[src/rtl/voice_scheduler.sv]
// Voice-state RAM sequencer: clears the RAM after reset, applies MIDI note events, and scans every voice's phase per sample tick.
// Latency: an event is written at its accept edge; the scan result for voice k is registered one cycle after its RAM read (tick+2+k).
// Backpressure: ev_ready is low during clear, during scan and in a tick cycle; a tick arriving mid-scan is dropped and flagged on overrun.
module voice_scheduler #(
    parameter int VOICE_BITS = 4,
    parameter int PHASE_W    = 24
) (
    input  logic                      clk,
    input  logic                      rst_n,
    input  logic                      sample_tick,
    input  logic                      ev_valid,
    output logic                      ev_ready,
    input  logic [VOICE_BITS-1:0]     ev_voice,
    input  logic                      ev_on,
    input  logic [PHASE_W-1:0]        ev_inc,
    output logic [VOICE_BITS-1:0]     ram_addr,
    output logic [2*PHASE_W:0]        ram_din,
    output logic                      ram_we,
    input  logic [2*PHASE_W:0]        ram_dout,
    output logic                      smp_valid,
    output logic [VOICE_BITS-1:0]     smp_voice,
    output logic [PHASE_W-1:0]        smp_phase,
    output logic                      frame_done,
    output logic                      overrun,
    output logic                      busy
);
    localparam logic [VOICE_BITS-1:0] LAST_IDX = {VOICE_BITS{1'b1}};

    typedef struct packed {
        logic               active;
        logic [PHASE_W-1:0] inc;
        logic [PHASE_W-1:0] phase;
    } voice_t;

    typedef enum logic [1:0] {
        S_CLEAR = 2'd0,
        S_IDLE  = 2'd1,
        S_SCAN  = 2'd2
    } state_t;

    state_t                r_state;
    state_t                w_state_nxt;
    logic [VOICE_BITS-1:0] r_idx;
    logic [VOICE_BITS-1:0] w_idx_nxt;
    voice_t                w_rd;
    voice_t                w_wr;
    logic [PHASE_W-1:0]    w_phase_sum;
    logic                  w_last;
    logic                  w_smp_vld;

    logic                  r_smp_vld;
    logic [VOICE_BITS-1:0] r_smp_voice;
    logic [PHASE_W-1:0]    r_smp_phase;
    logic                  r_frame_done;
    logic                  r_overrun;

    assign w_rd        = ram_dout;
    // Carry out of the phase add is discarded: phase wraps modulo 2**PHASE_W.
    assign w_phase_sum = w_rd.phase + w_rd.inc;
    assign w_last      = (r_idx == LAST_IDX);

    always_comb begin
        w_state_nxt = r_state;
        w_idx_nxt   = r_idx;
        w_wr        = '0;
        w_smp_vld   = 1'b0;
        ram_addr    = r_idx;
        ram_we      = 1'b0;
        ev_ready    = 1'b0;

        case (r_state)
            S_CLEAR: begin
                ram_we    = 1'b1;
                w_idx_nxt = r_idx + 1'b1;
                if (w_last) begin
                    w_state_nxt = S_IDLE;
                    w_idx_nxt   = '0;
                end
            end

            S_IDLE: begin
                ram_addr = ev_voice;
                ev_ready = !sample_tick;
                if (sample_tick) begin
                    w_state_nxt = S_SCAN;
                    w_idx_nxt   = '0;
                end else if (ev_valid) begin
                    ram_we = 1'b1;
                    if (ev_on) begin
                        w_wr.active = 1'b1;
                        w_wr.inc    = ev_inc;
                        w_wr.phase  = '0;
                    end else begin
                        // Note-off keeps inc/phase so the voice can be inspected later.
                        w_wr        = w_rd;
                        w_wr.active = 1'b0;
                    end
                end
            end

            S_SCAN: begin
                w_smp_vld = w_rd.active;
                if (w_rd.active) begin
                    ram_we     = 1'b1;
                    w_wr       = w_rd;
                    w_wr.phase = w_phase_sum;
                end
                w_idx_nxt = r_idx + 1'b1;
                if (w_last) begin
                    w_state_nxt = S_IDLE;
                    w_idx_nxt   = '0;
                end
            end

            default: begin
                w_state_nxt = S_CLEAR;
                w_idx_nxt   = '0;
            end
        endcase
    end

    assign ram_din = w_wr;

    always_ff @(posedge clk or negedge rst_n) begin
        if (!rst_n) begin
            r_state      <= S_CLEAR;
            r_idx        <= '0;
            r_smp_vld    <= 1'b0;
            r_smp_voice  <= '0;
            r_smp_phase  <= '0;
            r_frame_done <= 1'b0;
            r_overrun    <= 1'b0;
        end else begin
            r_state      <= w_state_nxt;
            r_idx        <= w_idx_nxt;
            r_smp_vld    <= w_smp_vld;
            if (w_smp_vld) begin
                r_smp_voice <= r_idx;
                r_smp_phase <= w_phase_sum;
            end
            r_frame_done <= (r_state == S_SCAN) && w_last;
            r_overrun    <= (r_state == S_SCAN) && sample_tick;
        end
    end

    assign smp_valid  = r_smp_vld;
    assign smp_voice  = r_smp_voice;
    assign smp_phase  = r_smp_phase;
    assign frame_done = r_frame_done;
    assign overrun    = r_overrun;
    assign busy       = (r_state != S_IDLE);

endmodule

[config.mk]
export PLATFORM = sky130hd
export DESIGN_NAME = voice_scheduler
export DESIGN_NICKNAME = d
export VERILOG_FILES = /design/src/rtl/voice_scheduler.sv
export SDC_FILE = /design/constraint.sdc
export NUM_CORES = 1
export LEC_CHECK = 0
export ABC_AREA = 1
export CAP_MARGIN = 20
export CORE_ASPECT_RATIO = 1.2
export CORE_MARGIN = 3
export CORE_UTILIZATION = 44
export DETAILED_ROUTE_END_ITERATION = 6
export PLACE_DENSITY = 0.82
export REMOVE_ABC_BUFFERS = 1
export SLEW_MARGIN = 20
export SYNTH_ARGS = -nofsm -noshare
export SYNTH_HDL_FRONTEND = slang
export SYNTH_SLANG_ARGS = --single-unit
[constraint.sdc]
create_clock -name clk -period 1.95 [get_ports clk]
set_clock_uncertainty 0.05 [all_clocks]
set_input_delay 0.195 -clock clk [delete_from_list [all_inputs] [get_ports clk]]
set_output_delay 0.195 -clock clk [all_outputs]
set_load 0.02 [all_outputs]
==> flow_summary_export.csv, run 1 <==
group,metric,value,unit
floorplan,io-pin-count,169,
cts,clockBufferDepth,2,
cts,clkLatencyLatePin,0.31,ns
sta,worst_pin_slew,0.460,ns
sta,hold_viol,0,
finish,final_common_cell,"nand2_1",
outcome,violations,"DRC, setup timing",
yosys,synth-xor-area-share,0.218,%
yosys,synth-adder-area-share,9.20,%
sta,rsz0062_at_grt,"yes",
drt,vias,6009,
yosys,synth_compound_area_share,13.6,%
placed_design,place_hpwl,12200,um
sta,fmax,0.426,GHz
grt,grt_max_degree,26,
floorplan,fp-row-count,37,
power,vdd_ir_drop_max,592,uV
cts,clk_pin_slew_worst_paths,0.09,ns
worst_setup_path,critPathMaxFanout,7,
cts,cts.sinks,37,
yosys,synth_area_leader_cell,"nand2_1",
yosys,synth_top_family_by_area,"simple AND/OR/NAND/NOR gates",
floorplan,die_w,93.3,um
yosys,synthMuxAreaShare,0,%
placed_design,pre_cts_ws,-1.11,ns
yosys,synthCells,656,
yosys,yosys_warnings,0,
yosys,synth_cell_type_count,35,
grt,grt_pass1_vias,5628,
finish,fill_cells,405,
finish,layout_common_cells,"nand2_1, buf_4, inv_1",
yosys,synth.area.top_cells,"nand2_1, dfrtp_1, ha_1",
finish,finalNetCount,1042,
drt,route.detailed.drc,2,
placed_design,place.gp.congestion,0.919,
floorplan,die_h,111,um
power,p_leak,3.91,nW
yosys,synth_top_area_share,24.7,%
floorplan,die-area,10300,sq um
sta,relSlewSlack,69.3,%
worst_setup_path,ff2ff_setup_slack,-0.08,ns
drt,via_per_inst,5.73,
yosys,syn_avg_cell_area,6.13,sq um
worst_hold_path,min_path_type,"primary input to async pin",
cts,cts_made_buffers,5,
drt,wire_per_inst,20.1,um
worst_setup_path,crit_arrival,2.10,ns
yosys,yosysSeqAreaShare,23.0,%
worst_setup_path,crit_path_end_kind,"output port",
sta,drv_slew,0,
floorplan,start_util,46.0,%
drt,drtAntennaViolNets,0,
sta,period_needed,2.35,ns
grt,antenna_found_initial,0,
worst_setup_path,startpoint_type,"flip-flop",
floorplan,fp.coreArea,8750,sq um
cts,cts_tree,"yes",
power,power_density,957,nW/um^2
yosys,ys_seq_elements,37,
drt,drt_pass1_iterations,7,
grt,overflow,0,
sta,post-route-period-util,120,%
drt,wl,21100,um
grt,grtUsageTotal,32.8,%
yosys,yosys.area_share.simple,42.2,%
yosys,syn-cell-area,4020,sq um
placed_design,portBuffers,168,
finish,area_growth,94.8,%
sta,timing.final.ws_setup,-0.396,ns
grt,grt_pass1_wl,27300,um
outcome,status,"complete, but fails checks",
cts,htree_levels,2,
worst_setup_path,worstSetupPathType,"flip-flop to output port",
sta,setup_viol,54,
flow_run,drv_cap,0,
drt,drt_iter0_drc,459,
finish,drive_above_1_share,45.7,%
finish,insertedDiodeCount,0,
finish,fin_util,89.6,%
worst_setup_path,worstPathRequired,1.70,ns
cts,clockRootBuffer,"clkbuf_8",
## kinds of logic after synthesis
| kind of cell | count (synthesis) |
|---|---|
| xor+xnor | 1 |
| buf+inv | 111 |
| flops | 37 |
| fa+ha+maj | 29 |
| compound gates | 92 |
| simple gates | 386 |
## final cells by class
cell class	count	area, sq um	share of cell area (%)
Clock buffer	6	82.6	1.05
Clock inverter	2	37.5	0.479
Inverter	94	370	4.72
Multi-Input combinational cell	508	3610	46.0
Sequential cell	37	927	11.8
Tap cell	117	146	1.87
Timing Repair Buffer	285	2670	34.0
## flip-flops by register name, indices dropped and copies added, names as in the netlist
signal      count
smp_valid       1
overrun         1
smp_phase      24
smp_voice       4
frame_done      1
r_state         2
r_idx           4
## worst max-delay path, stage by stage (launching register included)
cell	delay [ns]
dfrtp_1	0.42
inv_2	0.09
ha_4	0.14
inv_4	0.05
nor2_8	0.11
nand2_4	0.10
nor2_8	0.14
buf_12	0.15
clkbuf_16	0.18
nand2_4	0.05
a21oi_2	0.17
buf_4	0.16
## per-layer routing
layer	vias to the layer above	wire length [um]	GRT usage [%]
li1	2608	-	-
met1	2803	7370	37.4
met2	435	10400	58.4
met3	163	1680	5.02
met4	0	1630	16.0
met5	-	0	0
## path summary, 6_finish.rpt
path,cells after the start,to,startpoint
min in group clk,2,smp_phase[5],smp_phase[5]
worst max-delay path,11,ram_din[11],r_state[1]
max in group asynchronous,3,r_state[0],rst_n
worst min-delay path,2,smp_phase[21],rst_n
worst max register to register,13,smp_phase[11],r_state[0]
worst min register to register,2,smp_phase[5],smp_phase[5]
## timing repair
item	in CTS	in global routing
cloned	3	4
endpoints found under the setup margin	63	51
pin swaps	41	47
hold buffers	1	0
setup buffers	17	11
gates resized for setup	437	174
endpoints found under the hold margin	15	0
## cells in the mapped netlist, drive strengths merged
cell    instances
nand2         291
inv            93
a21oi          69
dfrtp          37
nor2           37
nand3          36
ha             28
o21ai          19
buf            12
nand4           8
nand3b          6
clkbuf          5
or2             4
nor3            3
a22oi           2
a31oi           1
and2            1
clkinv          1
fa              1
o21a            1
xnor2           1
## power breakdown
part	leakage, nW	internal [mW]	switching [mW]
Combinational	3.38	2.34	3.10
Sequential	0.472	1.08	0.218
Clock	0.0574	0.417	0.346
## stage by stage
step | cell area, sq um | hold slack (ns) | instances | power [mW] | setup TNS, ns
final | 7840 | 0.319 | 1049 | 7.50 | -16.15
after global routing | 7840 | 0.350 | 1049 | 7.82 | -18.86
after floorplan | 3910 | -0.151 | 639 | 3.29 | -36.16
after detailed placement | 6450 | 0.112 | 1005 | 5.51 | -40.61
after global placement | 6450 | 0.104 | 1005 | 5.39 | -38.15
after CTS | 7250 | 0.313 | 1034 | 6.73 | -11.74
No activity file was read; power rests on OpenSTA's default activity.
==> run 2: changes to the inputs <==
SLEW_MARGIN = 5   (was 20)
==> results of run 2 <==
The final DEF is identical to that of run 1; final timing and power are the same.
